## src/rtl/spi_slave_rx.sv

```systemverilog
// -----------------------------------------------------------------------------
// spi_slave_rx
//   SPI mode-0 slave endpoint. LOAD, SCLK and MOSI are oversampled on the
//   system clock through SYNC-deep synchronisers, so no logic runs on SCLK.
//   Each frame receives an M-bit word MSB first on MOSI and returns the word
//   captured from DI at frame start on MISO, also MSB first.
//
// Parameters
//   M     word length in bits (1..255)
//   SYNC  synchroniser depth for LOAD/SCLK/MOSI (>= 2)
//
// Ports
//   clk        in   system clock, all state on rising edge
//   clr_n      in   asynchronous active-low reset
//   LOAD       in   frame select, 1 = idle, 0 = frame active
//   SCLK       in   serial clock from master, idle low
//   MOSI       in   serial data master -> slave
//   DI[M]      in   word returned to master, captured at frame start
//   MISO       out  serial data slave -> master
//   DO[M]      out  last complete received word
//   rx_valid   out  1-cycle pulse when DO is updated
//   busy       out  high while a frame is in progress
//   frame_err  out  1-cycle pulse when a frame ends short of M bits
//   cb_bit[8]  out  received-bit counter (debug)
// -----------------------------------------------------------------------------
module spi_slave_rx #(
  parameter int M    = 16,
  parameter int SYNC = 2
) (
  input  logic         clk,
  input  logic         clr_n,
  input  logic         LOAD,
  input  logic         SCLK,
  input  logic         MOSI,
  input  logic [M-1:0] DI,
  output logic         MISO,
  output logic [M-1:0] DO,
  output logic         rx_valid,
  output logic         busy,
  output logic         frame_err,
  output logic [7:0]   cb_bit
);

  typedef enum logic [1:0] {IDLE, SHIFT, DONE} state_t;

  localparam logic [7:0] M_CNT = 8'(M);

  state_t          r_state;
  logic [SYNC-1:0] r_load_sync;
  logic [SYNC-1:0] r_sclk_sync;
  logic [SYNC-1:0] r_mosi_sync;
  logic            r_load_prev;
  logic            r_sclk_prev;
  logic [M-1:0]    r_tx_sr;
  logic [M-1:0]    r_rx_sr;
  logic            r_dlvd;

  logic            w_load_s;
  logic            w_sclk_s;
  logic            w_mosi_s;
  logic            w_load_rise;
  logic            w_load_fall;
  logic            w_sclk_rise;
  logic            w_sclk_fall;
  logic [M-1:0]    w_tx_shift;
  logic [M:0]      w_rx_cat;
  logic [M-1:0]    w_rx_shift;
  logic [7:0]      w_cb_inc;

  assign w_load_s    = r_load_sync[SYNC-1];
  assign w_sclk_s    = r_sclk_sync[SYNC-1];
  assign w_mosi_s    = r_mosi_sync[SYNC-1];
  assign w_load_rise = w_load_s & ~r_load_prev;
  assign w_load_fall = ~w_load_s & r_load_prev;
  assign w_sclk_rise = w_sclk_s & ~r_sclk_prev;
  assign w_sclk_fall = ~w_sclk_s & r_sclk_prev;

  // Shifts written through full-width temporaries so M=1 needs no special case;
  // the MSB of the shifted tx register is the next bit to drive (0 once drained).
  assign w_tx_shift  = r_tx_sr << 1;
  assign w_rx_cat    = {r_rx_sr, w_mosi_s};
  assign w_rx_shift  = w_rx_cat[M-1:0];
  assign w_cb_inc    = cb_bit + 8'd1;

  assign busy        = (r_state != IDLE);

  always_ff @(posedge clk or negedge clr_n) begin
    if (!clr_n) begin
      r_state     <= IDLE;
      r_load_sync <= '1;
      r_sclk_sync <= '0;
      r_mosi_sync <= '0;
      r_load_prev <= 1'b1;
      r_sclk_prev <= 1'b0;
      r_tx_sr     <= '0;
      r_rx_sr     <= '0;
      r_dlvd      <= 1'b0;
      MISO        <= 1'b0;
      DO          <= '0;
      rx_valid    <= 1'b0;
      frame_err   <= 1'b0;
      cb_bit      <= 8'd0;
    end else begin
      r_load_sync <= {r_load_sync[SYNC-2:0], LOAD};
      r_sclk_sync <= {r_sclk_sync[SYNC-2:0], SCLK};
      r_mosi_sync <= {r_mosi_sync[SYNC-2:0], MOSI};
      r_load_prev <= w_load_s;
      r_sclk_prev <= w_sclk_s;
      rx_valid    <= 1'b0;
      frame_err   <= 1'b0;

      case (r_state)
        IDLE: begin
          if (w_load_fall) begin
            r_tx_sr <= DI;
            MISO    <= DI[M-1];
            r_rx_sr <= '0;
            cb_bit  <= 8'd0;
            r_dlvd  <= 1'b0;
            r_state <= SHIFT;
          end
        end

        SHIFT: begin
          // LOAD rise takes priority over any SCLK edge seen in the same cycle.
          // Reaching SHIFT with a LOAD rise always means fewer than M bits.
          if (w_load_rise) begin
            frame_err <= 1'b1;
            r_state   <= IDLE;
          end else if (w_sclk_rise) begin
            r_rx_sr <= w_rx_shift;
            cb_bit  <= w_cb_inc;
            if (w_cb_inc == M_CNT) begin
              r_state <= DONE;
            end
          end else if (w_sclk_fall) begin
            r_tx_sr <= w_tx_shift;
            MISO    <= w_tx_shift[M-1];
          end
        end

        DONE: begin
          // SCLK edges are ignored here, so cb_bit stays at M.
          if (!r_dlvd) begin
            DO       <= r_rx_sr;
            rx_valid <= 1'b1;
            r_dlvd   <= 1'b1;
          end
          if (w_load_s) begin
            r_state <= IDLE;
          end
        end

        default: r_state <= IDLE;
      endcase
    end
  end

endmodule

```

## config.mk

```make
export PLATFORM = sky130hd
export DESIGN_NAME = spi_slave_rx
export DESIGN_NICKNAME = d
export VERILOG_FILES = /design/src/rtl/spi_slave_rx.sv
export SDC_FILE = /design/constraint.sdc
export NUM_CORES = 1
export LEC_CHECK = 0
export BUFFER_PORTS_ARGS = -buffer_cell sky130_fd_sc_hd__clkbuf_2
export CAP_MARGIN = 25
export CORE_MARGIN = 4
export CORE_UTILIZATION = 40
export DETAILED_ROUTE_END_ITERATION = 10
export PLACE_DENSITY_LB_ADDON = 0.05
export SYNTH_ARGS = -nofsm -noshare
export SYNTH_HDL_FRONTEND = slang
export SYNTH_SLANG_ARGS = --single-unit
```

## constraint.sdc

```tcl
create_clock -name clk -period 4.9 [get_ports clk]
set_input_delay 0.98 -clock clk [delete_from_list [all_inputs] [get_ports clk]]
set_output_delay 0.98 -clock clk [all_outputs]
set_load 0.02 [all_outputs]
```

==> results of run 1 <==
[worst min path at each step]
stage / from / to / slack [ns] / cells past startpoint
after detailed placement: r_mosi_sync[0]$_DFF_PN0_ / r_mosi_sync[1]$_DFF_PN0_ / 0.34 / 0
after global placement: r_mosi_sync[0]$_DFF_PN0_ / r_mosi_sync[1]$_DFF_PN0_ / 0.33 / 0
after floorplan: r_mosi_sync[0]$_DFF_PN0_ / r_mosi_sync[1]$_DFF_PN0_ / 0.33 / 0
after CTS: r_mosi_sync[0]$_DFF_PN0_ / r_mosi_sync[1]$_DFF_PN0_ / 0.35 / 0
after global routing: r_mosi_sync[0]$_DFF_PN0_ / r_mosi_sync[1]$_DFF_PN0_ / 0.36 / 0
final: r_mosi_sync[0]$_DFF_PN0_ / r_mosi_sync[1]$_DFF_PN0_ / 0.35 / 0
[cell type report]
class	count	area, um2	area share, %
sequential	69	1730	50.8
multi-input combinational	168	1050	30.9
timing repair buffer	52	278	8.16
clock buffer	13	169	4.96
tap	96	120	3.53
clock inverter	3	42.5	1.25
inverter	3	11.3	0.331
[logic make-up (layout without fill, tap and decap cells)]
| family | count (synthesis) | in the layout | share of synthesized area, % |
|---|---|---|---|
| muxes | 16 | 16 | 6.32 |
| DFF | 69 | 69 | 60.7 |
| xor gates and xnor gates | 3 | 3 | 0.922 |
| adders and majority gates | 1 | 1 | 0.439 |
| and+or+nand+nor | 90 | 90 | 14.5 |
| buffers and inverters | 18 | 71 | 2.63 |
| AOI/OAI and AO/OA | 58 | 58 | 14.5 |
[sequential cells by signal (all words and copies together), names as in the netlist, 2 cells and up]
name / count
r_rx_sr: 16
r_load_sync: 2
r_tx_sr: 15
r_mosi_sync: 2
r_state: 2
r_sclk_sync: 2
cb_bit: 8
DO: 16
[cells in the mapped netlist]
cell type,instances,area [um2]
nand3b_1,2,15.0
o41ai_1,1,8.76
a2111oi_2,1,15.0
dfstp_2,3,78.8
xor2_1,1,8.76
and3_1,4,25.0
a32o_1,1,10.0
o21ai_0,11,55.1
or2_2,1,6.26
nor2_2,1,6.26
nor4_1,1,6.26
a22o_1,17,149
mux2_2,16,180
a32oi_1,1,8.76
nand4_1,1,6.26
buf_2,5,25.0
o31ai_1,4,30.0
nand2_1,39,146
or3_1,2,12.5
nor2_1,23,86.3
xnor2_1,2,17.5
and4_1,1,8.76
a21o_1,1,7.51
a31oi_1,15,93.8
nand4b_1,1,8.76
dfrtp_1,66,1650
a21oi_1,4,20.0
nand3_2,1,10.0
inv_1,3,11.3
clkbuf_1,8,30.0
buf_1,1,3.75
and2_1,2,12.5
ha_1,1,12.5
nand3_1,4,20.0
o21bai_1,1,7.51
a211oi_1,1,7.51
clkbuf_2,1,5.00
nor2b_1,2,12.5
nand2b_1,5,31.3
[layer usage]
layer  share of wire [%]  wire length [um]  vias up
met5                   0                 0        -
met4                 1.9               106        0
met3                 4.9               276       10
met2                  45              2550       48
met1                  48              2750     1001
li1                    -                 -      999
[report_power, final]
part / switching [mW] / internal [mW] / total [mW]
logic: 0.0888 / 0.0578 / 0.147
clock network: 0.206 / 0.276 / 0.482
registers: 0.0345 / 0.621 / 0.655
[metrics by stage]
step	instance area, um2	instances	hold WS [ns]	power, mW
floorplan	2850	255	0.331	0.760
global placement	3170	386	0.335	0.810
detailed placement	3180	387	0.337	0.813
CTS	3390	403	0.354	1.30
global route	3400	404	0.364	1.35
finish	3400	404	0.352	1.28
[critical path, delay by kind of cell, from the launching register on]
family                 cells  cell delay (ns)
and+or+nand+nor            1             0.34
buffers and inverters      1             0.16
DFF                        1             0.50
==> out/qor.csv, run 1 <==
stage;metric;value;unit
final_layout;area_growth;19.4;%
synth;syn_inst;255;
clock_tree;cts.sinks;69;
global_route;gr-total-overflow;0;
floorplanning;die_area;8540;um2
floorplanning;die_w;92.4;um
detailed_routing;drt_pass1_iterations;4;
clock_tree;post_cts_buffers;0;
clock_tree;clockBufferDepth;2;
worst_setup_path;max_stage_delay;0.50;ns
floorplanning;start_util;41.5;%
sta;hold_violations;0;
synth;syn_nets;277;
synth;yosysSeqAreaShare;60.7;%
sta;fin_tns_setup;0;ns
sta;setup_slack;2.59;ns
placed_design;dp_hpwl;3.74;mm
clock_tree;clkLatencyLatePin;0.34;ns
global_route;use_met2;20.8;%
clock_tree;cts_tree;built;
clock_tree;cts-htree-levels;3;
sta;worst_pin_slew;0.861;ns
final_layout;final_util;49.6;%
detailed_routing;wire_per_inst;14.1;um
worst_setup_path;r2r_start;r_state[0]$_DFFE_PN0P_;
sta;relSlewSlack;42.6;%
worst_setup_path;end_kind;output port;
placed_design;place_congestion;0.773;
floorplanning;num_rows;30;
final_layout;diodes;0;
status;status;finished clean;
sta;rsz0062_at_grt;false;
final_layout;layout.cells.most_common;dfrtp_1;
final_layout;nNetsFinal;325;
power;p_leak;1.65;nW
sta;fmax;434;MHz
placed_design;pre_cts_ws;2.74;ns
worst_setup_path;critPathRequiredTime;3.92;ns
worst_setup_path;crit_path_end;busy;
sta;layout_min_cycle_time;2.31;ns
final_layout;final_cell_mix;66 x dfrtp_1, 47 x clkbuf_2, 39 x nand2_1, 23 x nor2_1, 17 x a22o_1;
detailed_routing;drt_wl_total;5.68;mm
global_route;grt_max_degree;40;
detailed_routing;via_per_inst;5.09;
global_route;antenna_found_initial;0;
detailed_routing;drtIter0Drc;83;
detailed_routing;vias;2058;
synth;syn-cell-area;2850;um2
global_route;use_met1;20.0;%
floorplanning;core;6870;um2
clock_tree;clockRootBuffer;clkbuf_8;
sta;setup_viol;0;
power;vdd_drop_max;0.176;mV
clock_tree;cts_hold_buf;0;
synth;synth.distinct_cells;39;
final_layout;drive_gt1_share;29.9;%
detailed_routing;drt_drc_violations_left;0;
global_route;busiest_layer;met2;
worst_setup_path;path_cells;or2_2 > clkbuf_2;
sta;fin_skew;0.00843;ns
detailed_routing;ant_nets;0;
synth;avgSynthCellArea;11.2;um2
clock_tree;cts_buffers;9;
worst_setup_path;path_max_fanout;11;
sta;final.period_utilization;47.0;%
worst_setup_path;ff2ff_path_depth;5;
synth;ys_ff_latch;69;
worst_setup_path;cp-start-kind;flip-flop;
worst_setup_path;timing.rr.end;cb_bit[3]$_DFFE_PN0P_;
global_route;use_met3;4.55;%
worst_setup_path;slowest_stage;dfrtp_1;
global_route;grt_pass1_wl;9.83;mm
synth;yosys_warnings;0;
worst_setup_path;cp_data_arrival_time;1.33;ns
sta;final_max_slew_viol_count;0;
placed_design;port-buffer-count;48;
clock_tree;cts_resized;0;
worst_setup_path;cp-startpoint;r_state[1]$_DFFE_PN0P_;
flow_run;cap_viol_max_count;0;
floorplanning;io_pins;49;
floorplanning;die_height;92.4;um
worst_hold_path;hold_path_class;flip-flop to flip-flop;
global_route;grt_pass1_vias;2007;
clock_tree;clk_pin_slew;0.07;ns
worst_setup_path;r2r_slack;2.91;ns
power;powerDensity;377;nW/um2
global_route;grt.total_usage;14.6;%
worst_setup_path;criticalPathCategory;flip-flop to output port;
final_layout;fillers;680;
Note: power is estimated with default switching activity, not from simulation.
==> run 2: changes to the inputs <==
Clock period 4.9 ns to 1.9 ns, I/O delays scaled along.
==> run 2 against run 1 <==
Final area up 1.3%. Flip-flop and latch count is the same. Die area stayed put. Combinational power rose to 2.7 times the previous value. Critical path depth grew 3. Via count is 1.4% higher. Clock-buffer cell count fell by 2. Critical endpoint is now r_state[0]$_DFFE_PN0P_.
==> out/qor.csv, run 2 (same netlist as run 1, synthesis figures left out) <==
stage;metric;value;unit
status;status;finished clean;
power;powerDensity;916;nW/um2
worst_setup_path;path_buf_inv;0;
sta;worst_pin_slew;0.384;ns
worst_setup_path;max_stage_delay;0.44;ns
final_layout;fillers;648;
worst_setup_path;path_max_fanout;8;
detailed_routing;wire_per_inst;14.2;um
detailed_routing;drt_pass1_iterations;6;
global_route;grt.total_usage;14.9;%
worst_setup_path;criticalPathCategory;flip-flop to flip-flop;
floorplanning;core;6870;um2
detailed_routing;via_per_inst;5.11;
clock_tree;clkLatencyLatePin;0.34;ns
clock_tree;cts_tree;built;
placed_design;port-buffer-count;48;
clock_tree;clockBufferDepth;2;
sta;setup_viol;0;
final_layout;final_cell_mix;66 x dfrtp_1, 47 x clkbuf_2, 39 x nand2_1, 23 x nor2_1, 17 x a22o_1;
final_layout;drive_gt1_share;31.1;%
clock_tree;cts-htree-levels;3;
sta;fmax;564;MHz
worst_setup_path;cp-start-kind;flip-flop;
detailed_routing;vias;2086;
clock_tree;cts.sinks;69;
worst_setup_path;r2r_slack;0.13;ns
floorplanning;die_height;92.4;um
sta;fin_skew;0.00977;ns
floorplanning;io_pins;49;
global_route;gr-total-overflow;0;
power;vdd_drop_max;0.535;mV
worst_hold_path;hold_path_class;input pin to async pin;
floorplanning;start_util;41.5;%
power;p_leak;1.66;nW
final_layout;final_util;50.2;%
floorplanning;num_rows;30;
final_layout;area_growth;21.0;%
clock_tree;cts_buffers;9;
worst_setup_path;slowest_stage;dfrtp_1;
sta;final.period_utilization;93.3;%
power;power.total;3.16;mW
worst_setup_path;path_cells;nand3_2 > or3_1 > a32oi_1 > nor4_2 > a2111oi_2;
worst_setup_path;end_kind;flip-flop;
sta;final_max_slew_viol_count;0;
floorplanning;die_w;92.4;um
placed_design;place_congestion;0.805;
final_layout;diodes;0;
global_route;grt_pass1_wl;10.2;mm
final_layout;nNetsFinal;329;
detailed_routing;drt_drc_violations_left;0;
placed_design;dp_hpwl;3.65;mm
global_route;grt_pass1_vias;2139;
sta;rsz0062_at_grt;false;
global_route;antenna_found_initial;0;
sta;relSlewSlack;74.4;%
detailed_routing;drt_wl_total;5.81;mm
worst_setup_path;critPathRequiredTime;2.13;ns
clock_tree;clk_pin_slew;0.08;ns
global_route;grt_max_degree;70;
clock_tree;clockRootBuffer;clkbuf_8;
detailed_routing;drtIter0Drc;74;
flow_run;cap_viol_max_count;0;
worst_setup_path;cp_data_arrival_time;2.00;ns
sta;hold_violations;0;
final_layout;largestRegisters;DO (16), r_rx_sr (16), r_tx_sr (15);
sta;layout_min_cycle_time;1.77;ns
worst_setup_path;cp_top_family;simple AND/OR/NAND/NOR gates;
sta;fin_tns_setup;0;ns
detailed_routing;ant_nets;0;
floorplanning;die_area;8540;um2
final_layout;layout.cells.most_common;dfrtp_1;
run 2: final timing paths:
kind	to	start	cells after the start
setup / recovery	r_state[0]$_DFFE_PN0P_	cb_bit[0]$_DFFE_PN0P_	5
hold / removal	r_tx_sr[14]$_DFFE_PN0P_	clr_n	2
setup reg to reg	r_state[0]$_DFFE_PN0P_	cb_bit[0]$_DFFE_PN0P_	5
hold reg to reg	r_sclk_sync[1]$_DFF_PN0_	r_sclk_sync[0]$_DFF_PN0_	0
max in group asynchronous	r_tx_sr[10]$_DFFE_PN0P_	clr_n	2
min in group clk	r_load_sync[0]$_DFF_PN1_	LOAD	1
run 2: stage by stage:
stage	hold slack (ns)	setup WS [ns]	cells	cell area [um2]
floorplan	0.0844	0.142	255	2850
global placement	0.339	0.153	392	3270
detailed placement	0.354	0.0994	392	3270
CTS	0.0558	0.0777	408	3440
global route	0.0638	0.0231	408	3450
finish	0.0361	0.127	408	3450
run 2: timing repair:
item | CTS | global route
buffers inserted | 0 | 0
gates resized for setup | 0 | 1
setup endpoints to repair | 0 | 2
hold buffers | 0 | 0
run 2: layout make-up:
cell class,count,area [um2],area share [%]
flip-flops and latches,69,1730,50.2
well taps,96,120,3.48
clock inverters,5,36.3,1.05
multi-input cells,168,1060,30.7
inverters,3,11.3,0.326
clock buffers,11,141,4.10
repair buffers,56,350,10.2
run 2: power by group:
group / total, mW / internal [mW] / switching (mW)
sequential: 1.69 / 1.60 / 0.0892
combinational: 0.401 / 0.166 / 0.235
clock: 1.07 / 0.509 / 0.562
total: 3.16 / 2.28 / 0.886
run 2: routing by layer:
| layer | up-vias | wire length (um) | GRT usage (%) |
|---|---|---|---|
| met4 | 0 | 76 | 3.96 |
| met3 | 8 | 242 | 5.20 |
| li1 | 1011 | - | - |
| met2 | 43 | 2780 | 24.1 |
| met1 | 1024 | 2710 | 19.0 |
| met5 | - | 0 | 0 |
==> run 3: changes to the inputs <==
--- a/config.mk
+++ b/config.mk
@@ -8,5 +8,5 @@
 export BUFFER_PORTS_ARGS = -buffer_cell sky130_fd_sc_hd__clkbuf_2
 export CAP_MARGIN = 25
-export CORE_MARGIN = 4
+export CORE_MARGIN = 2
 export CORE_UTILIZATION = 40
 export DETAILED_ROUTE_END_ITERATION = 10
==> constraint.sdc (replaced) <==
create_clock -name clk -period 1.9 [get_ports clk]
set_input_delay 0.475 -clock clk [delete_from_list [all_inputs] [get_ports clk]]
set_output_delay 0.475 -clock clk [all_outputs]
set_load 0.02 [all_outputs]
==> run 3 against run 2 <==
Worst hold slack better by 0.064 ns. Final area increased by 1.3%. Utilization increased by 0.94 points. Wire length is 2.4% lower. Clock power is 13% higher. Combinational power rose by 3%. Total power increased by 4.8%. Critical endpoint is now busy. Worst setup slack got worse by 0.045 ns. Clock skew is 0.0010 ns lower. Die area shrank 8.5%. Maximum frequency decreased by 2.5%.
==> out/qor.csv, run 3 (same netlist as run 1, synthesis figures left out) <==
stage;metric;value;unit
sta;fmax;550;MHz
detailed_routing;ant_nets;0;
worst_setup_path;cp_data_arrival_time;1.34;ns
clock_tree;clkLatencyLatePin;0.34;ns
worst_setup_path;max_stage_delay;0.51;ns
worst_setup_path;path_cells;or2_2 > clkbuf_2;
power;p_comb_share;12.5;%
floorplanning;io_pins;49;
detailed_routing;drtIter0Drc;112;
global_route;gr-total-overflow;0;
placed_design;place_congestion;0.817;
floorplanning;start_util;41.7;%
clock_tree;clk_pin_slew;0.07;ns
worst_setup_path;end_kind;output port;
worst_setup_path;cp_top_family;flip-flops;
detailed_routing;drt_wl_total;5.67;mm
sta;worst_pin_slew;0.505;ns
placed_design;dp_hpwl;3.71;mm
power;p_sw_share;25.9;%
sta;layout_min_cycle_time;1.82;ns
detailed_routing;drt_drc_violations_left;0;
status;status;finished clean;
worst_setup_path;timing.rr.end;r_state[0]$_DFFE_PN0P_;
final_layout;largestRegisters;DO (16), r_rx_sr (16), r_tx_sr (15);
final_layout;diodes;0;
clock_tree;cts_buffers;9;
worst_setup_path;ff2ff_path_depth;5;
floorplanning;num_rows;30;
power;pwr-share-seq;51.0;%
floorplanning;die_area;7820;um2
final_layout;layout.cells.most_common;dfrtp_1;
final_layout;area_growth;22.6;%
final_layout;nNetsFinal;331;
global_route;antenna_found_initial;0;
final_layout;final_cells;410;
placed_design;dp_cells;393;
worst_setup_path;slowest_stage;dfrtp_1;
detailed_routing;wire_per_inst;13.8;um
worst_setup_path;critPathRequiredTime;1.42;ns
detailed_routing;drt_pass1_iterations;4;
sta;whs;0.100;ns
detailed_routing;vias;2061;
sta;relSlewSlack;66.3;%
power;pwr-share-clk;36.6;%
global_route;grt_max_degree;33;
power;p_sw;0.857;mW
worst_setup_path;r2r_start;cb_bit[0]$_DFFE_PN0P_;
sta;rsz0062_at_grt;false;
placed_design;pre_cts_ws;0.0771;ns
worst_setup_path;path_max_fanout;11;
worst_setup_path;cp-start-kind;flip-flop;
global_route;grt.total_usage;15.8;%
detailed_routing;via_per_inst;5.03;
worst_hold_path;hold_path_class;input pin to async pin;
final_layout;drive_gt1_share;31.5;%
final_layout;final_cell_mix;65 x dfrtp_1, 47 x clkbuf_2, 39 x nand2_1, 23 x nor2_1, 17 x a22o_1;
global_route;grt_pass1_wl;9.42;mm
sta;hold_violations;0;
sta;setup_viol;0;
clock_tree;clockBufferDepth;2;
clock_tree;cts.sinks;69;
final_layout;final_util;51.2;%
power;internal_power;2.46;mW
power;vdd_drop_max;0.529;mV
power;p_leak;1.69;nW
placed_design;port-buffer-count;48;
worst_setup_path;criticalPathCategory;flip-flop to output port;
power;powerDensity;948;nW/um2
global_route;grt_pass1_vias;1960;
worst_setup_path;r2r_slack;0.16;ns
floorplanning;core;6830;um2
sta;fin_tns_setup;0;ns
clock_tree;cts_tree;built;
flow_run;cap_viol_max_count;0;
floorplanning;die_w;88.4;um
sta;setup_slack;0.0819;ns
clock_tree;cts-htree-levels;3;
sta;final_max_slew_viol_count;0;
sta;final.period_utilization;95.7;%
floorplanning;die_height;88.4;um
worst_setup_path;path_buf_inv;1;
sta;fin_skew;0.00877;ns
clock_tree;clockRootBuffer;clkbuf_8;
## run 3: worst reg2reg max path, delay by kind of cell, from the launching register on
kind	cells	cell delay, ns
AND/OR/NAND/NOR	3	0.65
flip-flops	1	0.42
AO/OA/AOI/OAI	2	0.58
## run 3: final cells by class
| cell class | count | area [um2] |
|---|---|---|
| clock inverters | 3 | 43.8 |
| repair buffers | 58 | 365 |
| flip-flops and latches | 69 | 1730 |
| well taps | 96 | 120 |
| inverters | 3 | 11.3 |
| clock buffers | 13 | 159 |
| fillers | 658 | 3340 |
| multi-input cells | 168 | 1060 |
## run 3: how the worst max path moves through the flow
stage	startpoint	cells after the start	to
global route	cb_bit[0]$_DFFE_PN0P_	5	r_state[0]$_DFFE_PN0P_
CTS	cb_bit[0]$_DFFE_PN0P_	6	r_state[0]$_DFFE_PN0P_
detailed placement	cb_bit[0]$_DFFE_PN0P_	6	r_state[0]$_DFFE_PN0P_
floorplan	cb_bit[2]$_DFFE_PN0P_	5	r_state[0]$_DFFE_PN0P_
global placement	cb_bit[0]$_DFFE_PN0P_	6	r_state[0]$_DFFE_PN0P_
finish	r_state[1]$_DFFE_PN0P_	2	busy
## run 3: routing by layer
metal	vias to the layer above	GRT usage [%]	wire (um)
li1	1007	-	-
met2	44	23.2	2540
met5	-	0	0
met3	8	5.60	284
met1	1002	21.6	2760
met4	0	6.20	79
## run 3: metrics by stage
step / cell area [um2] / power (mW)
global placement: 3270 / 2.12
detailed placement: 3270 / 2.13
CTS: 3470 / 3.37
finish: 3490 / 3.31
global route: 3490 / 3.49
floorplan: 2850 / 1.96
## run 3: repair_timing
| action | in CTS | in global routing |
|---|---|---|
| setup endpoints to repair | 0 | 2 |
| endpoints found under the hold margin | 0 | 0 |
| gates resized for setup | 0 | 3 |
| setup buffers | 0 | 1 |
| hold buffers | 0 | 0 |
## run 3: power groups by stage
| stage | Sequential [mW] | Combinational (mW) | Clock, mW |
|---|---|---|---|
| detailed placement | 1.72 | 0.414 | 0 |
| CTS | 1.69 | 0.414 | 1.26 |
| floorplan | 1.71 | 0.247 | 0 |
| global placement | 1.71 | 0.408 | 0 |
| global route | 1.71 | 0.473 | 1.31 |
| finish | 1.69 | 0.412 | 1.21 |
